File: src/rtl/spi_byte_shifter_if.sv
// Signal bundle between the SPI pin front end and its control-unit side.
// The master modport drives pins and control-unit inputs; the slave is the shifter.
interface spi_byte_shifter_if;
  logic       spi_clk;
  logic       spi_mosi;
  logic       chip_select;
  logic       write_shift_reg;
  logic [7:0] tx_data;
  logic       spi_miso;
  logic       byte_read;
  logic [7:0] rx_data;
  logic       chip_select_sync;
  logic       byte_aborted;

  modport master (
    output spi_clk, spi_mosi, chip_select, write_shift_reg, tx_data,
    input  spi_miso, byte_read, rx_data, chip_select_sync, byte_aborted
  );

  modport slave (
    input  spi_clk, spi_mosi, chip_select, write_shift_reg, tx_data,
    output spi_miso, byte_read, rx_data, chip_select_sync, byte_aborted
  );
endinterface

File: src/rtl/spi_byte_shifter.sv
// SPI mode-0 slave bit front end: pin synchronisers, byte assembly on spiClk rises
// and MSB-first serialisation of the loaded transmit byte on spiClk falls.
module spi_byte_shifter #(
  parameter int SYNC_STAGES = 2
) (
  input logic              clk_i,
  input logic              rst_n_i,
  spi_byte_shifter_if.slave bus_io
);

  logic [SYNC_STAGES-1:0] sclk_sync_q, sclk_sync_d;
  logic [SYNC_STAGES-1:0] mosi_sync_q, mosi_sync_d;
  logic [SYNC_STAGES-1:0] cs_sync_q,   cs_sync_d;

  logic       sclk_hist_q;
  logic       rise_q, rise_d;
  logic       fall_q, fall_d;
  logic [2:0] bit_cnt_q, bit_cnt_d;
  // The top received bit is never read back before it lands in rx_data, so only 7 are kept.
  logic [6:0] rx_shift_q, rx_shift_d;
  logic [7:0] tx_shift_q, tx_shift_d;
  logic [7:0] rx_data_q, rx_data_d;
  logic       byte_read_q, byte_read_d;
  logic       aborted_q, aborted_d;

  logic       sclk_s, mosi_s, cs_s;
  logic [7:0] rx_capture;

  for (genvar gi = 0; gi < SYNC_STAGES; gi++) begin : g_sync
    if (gi == 0) begin : g_first
      assign sclk_sync_d[gi] = bus_io.spi_clk;
      assign mosi_sync_d[gi] = bus_io.spi_mosi;
      assign cs_sync_d[gi]   = bus_io.chip_select;
    end else begin : g_next
      assign sclk_sync_d[gi] = sclk_sync_q[gi-1];
      assign mosi_sync_d[gi] = mosi_sync_q[gi-1];
      assign cs_sync_d[gi]   = cs_sync_q[gi-1];
    end
  end

  assign sclk_s     = sclk_sync_q[SYNC_STAGES-1];
  assign mosi_s     = mosi_sync_q[SYNC_STAGES-1];
  assign cs_s       = cs_sync_q[SYNC_STAGES-1];
  assign rx_capture = {rx_shift_q, mosi_s};

  assign rise_d    = sclk_s & ~sclk_hist_q;
  assign fall_d    = ~sclk_s & sclk_hist_q;
  // bit_cnt is forced to 0 while deselected, so non-zero here means CS just rose mid-byte.
  assign aborted_d = cs_s && (bit_cnt_q != 3'd0);

  always_comb begin
    bit_cnt_d   = bit_cnt_q;
    rx_shift_d  = rx_shift_q;
    rx_data_d   = rx_data_q;
    byte_read_d = byte_read_q;
    tx_shift_d  = tx_shift_q;

    if (cs_s) begin
      bit_cnt_d   = 3'd0;
      byte_read_d = 1'b0;
      rx_shift_d  = 7'd0;
    end else if (rise_q) begin
      rx_shift_d = rx_capture[6:0];
      bit_cnt_d  = bit_cnt_q + 3'd1;
      if (bit_cnt_q == 3'd7) begin
        rx_data_d   = rx_capture;
        byte_read_d = 1'b1;
      end else begin
        byte_read_d = 1'b0;
      end
    end

    // A fall right after a completed byte must not eat the freshly loaded MSB.
    if (bus_io.write_shift_reg) begin
      tx_shift_d = bus_io.tx_data;
    end else if (!cs_s && fall_q && (bit_cnt_q != 3'd0)) begin
      tx_shift_d = {tx_shift_q[6:0], 1'b0};
    end
  end

  always_ff @(posedge clk_i or negedge rst_n_i) begin
    if (!rst_n_i) begin
      sclk_sync_q <= '0;
      mosi_sync_q <= '0;
      cs_sync_q   <= '1;
      sclk_hist_q <= 1'b0;
      rise_q      <= 1'b0;
      fall_q      <= 1'b0;
      bit_cnt_q   <= 3'd0;
      rx_shift_q  <= 7'd0;
      tx_shift_q  <= 8'd0;
      rx_data_q   <= 8'd0;
      byte_read_q <= 1'b0;
      aborted_q   <= 1'b0;
    end else begin
      sclk_sync_q <= sclk_sync_d;
      mosi_sync_q <= mosi_sync_d;
      cs_sync_q   <= cs_sync_d;
      sclk_hist_q <= sclk_s;
      rise_q      <= rise_d;
      fall_q      <= fall_d;
      bit_cnt_q   <= bit_cnt_d;
      rx_shift_q  <= rx_shift_d;
      tx_shift_q  <= tx_shift_d;
      rx_data_q   <= rx_data_d;
      byte_read_q <= byte_read_d;
      aborted_q   <= aborted_d;
    end
  end

  assign bus_io.spi_miso         = cs_s ? 1'b0 : tx_shift_q[7];
  assign bus_io.byte_read        = byte_read_q;
  assign bus_io.rx_data          = rx_data_q;
  assign bus_io.chip_select_sync = cs_s;
  assign bus_io.byte_aborted     = aborted_q;

endmodule

File: src/flat_wrapper.sv
// flat-port wrapper written by rule: the top's interface ports become plain ports
module spi_byte_shifter_flat 
#(
  parameter int SYNC_STAGES = 2
)
  (clk_i, rst_n_i, bus_io_spi_clk, bus_io_spi_mosi, bus_io_chip_select, bus_io_write_shift_reg, bus_io_tx_data, bus_io_spi_miso, bus_io_byte_read, bus_io_rx_data, bus_io_chip_select_sync, bus_io_byte_aborted);
  spi_byte_shifter_if bus_io_i ();
  input logic clk_i;
  input logic rst_n_i;
  input wire logic [$bits(bus_io_i.spi_clk)-1:0] bus_io_spi_clk;
  input wire logic [$bits(bus_io_i.spi_mosi)-1:0] bus_io_spi_mosi;
  input wire logic [$bits(bus_io_i.chip_select)-1:0] bus_io_chip_select;
  input wire logic [$bits(bus_io_i.write_shift_reg)-1:0] bus_io_write_shift_reg;
  input wire logic [$bits(bus_io_i.tx_data)-1:0] bus_io_tx_data;
  output wire logic [$bits(bus_io_i.spi_miso)-1:0] bus_io_spi_miso;
  output wire logic [$bits(bus_io_i.byte_read)-1:0] bus_io_byte_read;
  output wire logic [$bits(bus_io_i.rx_data)-1:0] bus_io_rx_data;
  output wire logic [$bits(bus_io_i.chip_select_sync)-1:0] bus_io_chip_select_sync;
  output wire logic [$bits(bus_io_i.byte_aborted)-1:0] bus_io_byte_aborted;
  assign bus_io_i.spi_clk = bus_io_spi_clk;
  assign bus_io_i.spi_mosi = bus_io_spi_mosi;
  assign bus_io_i.chip_select = bus_io_chip_select;
  assign bus_io_i.write_shift_reg = bus_io_write_shift_reg;
  assign bus_io_i.tx_data = bus_io_tx_data;
  assign bus_io_spi_miso = bus_io_i.spi_miso;
  assign bus_io_byte_read = bus_io_i.byte_read;
  assign bus_io_rx_data = bus_io_i.rx_data;
  assign bus_io_chip_select_sync = bus_io_i.chip_select_sync;
  assign bus_io_byte_aborted = bus_io_i.byte_aborted;
  spi_byte_shifter #(.SYNC_STAGES(SYNC_STAGES)) u_core (.clk_i(clk_i), .rst_n_i(rst_n_i), .bus_io(bus_io_i));
endmodule
File: config.mk
export PLATFORM = sky130hd
export DESIGN_NAME = spi_byte_shifter_flat
export DESIGN_NICKNAME = d
export VERILOG_FILES = /design/src/rtl/spi_byte_shifter_if.sv /design/src/rtl/spi_byte_shifter.sv /design/src/flat_wrapper.sv
export SDC_FILE = /design/constraint.sdc
export NUM_CORES = 1
export LEC_CHECK = 0
export ABC_CLOCK_PERIOD_IN_PS = 2200
export CAP_MARGIN = 20
export CORE_AREA = 10 10 76 59
export CTS_CLUSTER_DIAMETER = 120
export DETAILED_ROUTE_END_ITERATION = 12
export DIE_AREA = 0 0 86 69
export PLACE_DENSITY = 0.73
export SETUP_SLACK_MARGIN = 0.02
export SYNTH_ARGS = -nofsm -noshare
export SYNTH_HDL_FRONTEND = slang
export SYNTH_SLANG_ARGS = --single-unit
File: constraint.sdc
create_clock -name clk_i -period 2.2 [get_ports clk_i]
set_clock_uncertainty 0.05 [all_clocks]
set_input_delay 0.66 -clock clk_i [delete_from_list [all_inputs] [get_ports clk_i]]
set_output_delay 0.66 -clock clk_i [all_outputs]
set_load 0.1 [all_outputs]
# After elaboration in Yosys (flattened, before gate mapping)
# Cells that the tools add are included.
# word_totals
regBits,37
input_bits,14
output_inout_bits,12
word_cells,37
# op_classes
n_addsub,1
eq_ne,1
n_mux,10
bitwise_logic,5
reduce_logical,8
# ops
cell,count
$mux W8,2
$mux W7,2
$mux W3,2
$mux W1,4
$reduce_bool A2 Y1,2
$add A3 B1 Y3 const B,1
$eq A3 B3 Y1 const B,1
$logic_and A1 B1 Y1,3
$not A1 Y1,3
$reduce_and A3 Y1,1
$reduce_bool A3 Y1,1
$and A1 B1 Y1,2
$logic_not A1 Y1,1

# Depth between registers and ports, before layout
# Gate-level depths: netlist of run 1.
# logic_depth
ltp_word,5
mapped_depth,7

# Least setup slack after synthesis of run 1
# No wires, ideal clock.
# synth_path
path_type,register to output
start,register u_core.cs_sync_q[1]
end,output port bus_io_spi_miso
arrival_time_ps,1944
t_required_ps,1490
path_slack_ps,-454
path_stages_with_launch,2
path_cell_list,dfstp_2 -> nor2b_1
# synth_between
elab_chain_cells,1
# synth_lines
item,line_no,source
"start, declared",spi_byte_shifter.sv:13,"logic [SYNC_STAGES-1:0] cs_sync_q, cs_sync_d;"
"start signal, assigned",spi_byte_shifter.sv:98,cs_sync_q <= cs_sync_d;
$mux W1,spi_byte_shifter.sv:111,assign bus_io.spi_miso = cs_s ? 1'b0 : tx_shift_q[7];
"end, declared",flat_wrapper.sv:15,output wire logic [$bits(bus_io_i.spi_miso)-1:0] bus_io_spi_miso;
# Every way passes these cells.

# Final worst setup path of run 1
# Same ends and word-level chain as after synthesis.

==> results of run 1 <==
[per-stage QoR]
step | instances | utilization, % | cell area [µm²]
2_1_floorplan | 110 | - | 1496
3_3_place_gp | 170 | 62.20 | 1892
3_5_place_dp | 170 | 62.20 | 1892
4_1_cts | 177 | 65.04 | 1978
5_1_grt | 177 | 65.04 | 1978
6_report | 177 | 65.04 | 1978
[cell usage in the layout, fill, tap and decap left out, types with 2 or more instances in the layout]
master / synthesis / routed
nor3b_1: 6 / 6
dfrtp_1: 35 / 35
mux2i_1: 10 / 10
ha_1: 3 / 3
buf_4: 0 / 3
a221o_1: 7 / 7
mux2_2: 8 / 8
clkbuf_8: 0 / 6
dfstp_2: 2 / 2
o21ai_0: 2 / 2
clkdlybuf4s50_1: 0 / 12
inv_1: 2 / 2
nor2_1: 11 / 11
buf_12: 0 / 12
nor2b_1: 12 / 11
[layer usage]
| metal | wire [µm] | part of all wire (%) | global-route usage (%) | up-vias |
|---|---|---|---|---|
| li1 | - | - | - | 433 |
| met1 | 1263 | 45 | 12.39 | 448 |
| met2 | 1345 | 48 | 15.07 | 20 |
| met3 | 144 | 5.1 | 4.098 | 8 |
| met4 | 53 | 1.9 | 4.348 | 0 |
| met5 | 0 | 0 | 0 | - |
[area by class of cell]
type                       count  share of cell area [%]
clock buffer                   7                   4.364
inverter                       2                  0.3795
multi-input combinational     65                   26.31
sequential                    37                   46.93
tap                           38                   2.404
timing repair buffer          28                   19.61
[worst paths after layout]
check,slack (ns),cells past startpoint,to,from
setup / recovery,0.19,2,bus_io_spi_miso,u_core.cs_sync_q[1]
hold / removal,0.30,0,u_core.mosi_sync_q[1],u_core.mosi_sync_q[0]
setup reg to reg,0.41,5,u_core.tx_shift_q[6],u_core.bit_cnt_q[0]
hold reg to reg,0.30,0,u_core.mosi_sync_q[1],u_core.mosi_sync_q[0]
max in group asynchronous,1.40,2,u_core.cs_sync_q[0],rst_n_i
min in group asynchronous,0.36,2,u_core.bus_io.rx_data[2],rst_n_i
[state kept, by name (all words and copies together) (netlist names), 2 cells and up]
signal and cells:
u_core.bit_cnt_q 3, u_core.bus_io.rx_data 8, u_core.cs_sync_q 2, u_core.mosi_sync_q 2
u_core.rx_shift_q 7, u_core.sclk_sync_q 2, u_core.tx_shift_q 8
[kinds of logic (layout without fill, tap and decap cells)]
kind of cell / count (synthesis) / count (layout) / synth area share [%]
compound gates: 9 / 9 / 5.360
xor+xnor: 1 / 1 / 0.5864
fa+ha+maj: 3 / 3 / 2.513
buf+inv: 8 / 37 / 3.183
flops: 37 / 37 / 62.14
mux: 18 / 18 / 12.73
simple gates: 34 / 34 / 13.48
[report_power, final]
part | leakage [nW] | internal [mW] | switching, mW
clock network | 0.0443 | 0.248 | 0.217
registers | 0.480 | 0.709 | 0.0175
logic | 0.365 | 0.0685 | 0.0758
total | 0.890 | 1.03 | 0.310
==> results.py, run 1 <==
metrics = {
    "die": {
        "design.core.area_um2": 3042,
        "die_w_um": 86,
        "initial_core_util_pct": 49.12,
        "ios": 26,
        "design.die.area_um2": 5934,
        "row_count": 17,
        "die_h_um": 69,
    },
    "placement": {
        "pre_cts_slack_ns": 0.1176,
        "portBuffers": 25,
        "post-dp-hpwl_um": 2062,
        "place_congestion": 0.6781,
    },
    "clock_tree": {
        "numClockSinks": 37,
        "cts-resized-gates": 0,
        "cts_buffers": 5,
        "clock_latency_ns": 0.29,
        "clockBufferDepth": 2,
        "tritoncts": "done",
        "cts_setup_buffers": 0,
        "cts.clk_slew.worst_paths_ns": 0.07,
        "cts_hold_buf": 0,
        "root_buffer": "clkbuf_8",
        "htree_levels": 2,
    },
    "logic_synthesis": {
        "synth_ff_type": "dfrtp_1",
        "synth_commonest_cells": "dfrtp_1, nor2b_1, nor2_1, mux2i_1, mux2_2",
        "syn_avg_cell_area_um2": 13.58,
        "yosysUniqueCellTypes": 20,
        "synth-edff-count": 0,
        "synth.top_cell.area_share_pct": 58.63,
        "yosys_warnings": 0,
        "ys_ff_latch": 37,
        "ys_async_sr_fraction_pct": 100.0,
        "syn_inst": 110,
        "yosysMostFrequentCell": "dfrtp_1",
        "yosysSeqAreaShare_pct": 62.14,
        "synth_area_leaders": "dfrtp_1, mux2i_1, mux2_2",
        "synth_largest_area_cell": "dfrtp_1",
        "netlist_area_um2": 1494,
        "synth_fp_nets": 127,
    },
    "global_routing": {
        "grt_pass1_wl_um": 4788,
        "antenna_found_initial": 0,
        "grt_overflow": 0,
        "grt_max_degree": 38,
        "grt_pass1_vias": 973,
        "grt_use_total_pct": 10.08,
    },
    "setup_path": {
        "cpMaxStageDelayCell": "dfstp_2",
        "critPathMaxStageDelay_ns": 0.73,
        "critPathTopFamily": "flip-flops",
        "cp_max_fo": 16,
        "critPathBufInv": 1,
        "cp-end-kind": "output pin",
        "worstPathArrival_ns": 1.30,
        "cp_data_required_time_ns": 1.49,
        "startpoint_type": "register",
        "timing_worst_setup_path_type": "register to output pin",
        "crit_chain": "nor2b_2 > buf_12",
    },
    "timing": {
        "hold_viol_final": 0,
        "layout_worst_path_cycle_share_pct": 91.50,
        "setup_violations": 0,
        "fmax_mhz": 496.8,
        "worst_slew_pin_slew_ns": 0.6424,
        "slew_headroom_pct": 57.08,
        "grt_setup_unrepaired": "false",
        "timing.final.max_slew_violations": 0,
        "setup_tns_ns": 0,
        "hold_slack_ns": 0.2991,
        "setup_ws_ns": 0.1871,
        "period_needed_ns": 2.013,
    },
    "final_layout": {
        "seqCellArea_um2": 928.4,
        "nets": 156,
        "n_fill_cell": 217,
        "multiInputGateArea_um2": 520.5,
        "insertedDiodeCount": 0,
        "drive_gt1_share_pct": 24.46,
        "areaGrowthSynthToFinish_pct": 32.41,
    },
    "routing": {
        "drc": 0,
        "drtPass1Iterations": 4,
        "wl_per_cell_um": 15.85,
        "ant_nets": 0,
        "via_per_inst": 5.136,
        "num_vias": 909,
        "drt_iter0_drc": 56,
        "drt-total-wl_um": 2806,
    },
    "power": {
        "irDropWorstVdd_mv": 0.3636,
        "p_total_mw": 1.336,
        "p_leak_nw": 0.8896,
        "power_density_nw_per_um2": 675.3,
    },
    "flow_run": {
        "cap_viol_max_count": 0,
    },
    "status": {
        "status": "finished clean",
    },
    "min_path": {
        "min_path_type": "register to register",
    },
}
Note: power is estimated with default switching activity, not from simulation.
==> run 2, diff against run 1 <==
Settings changed: SKIP_CTS_REPAIR_TIMING set to 1.
==> results of run 2 <==
The final DEF is identical to that of run 1; final timing and power are the same.
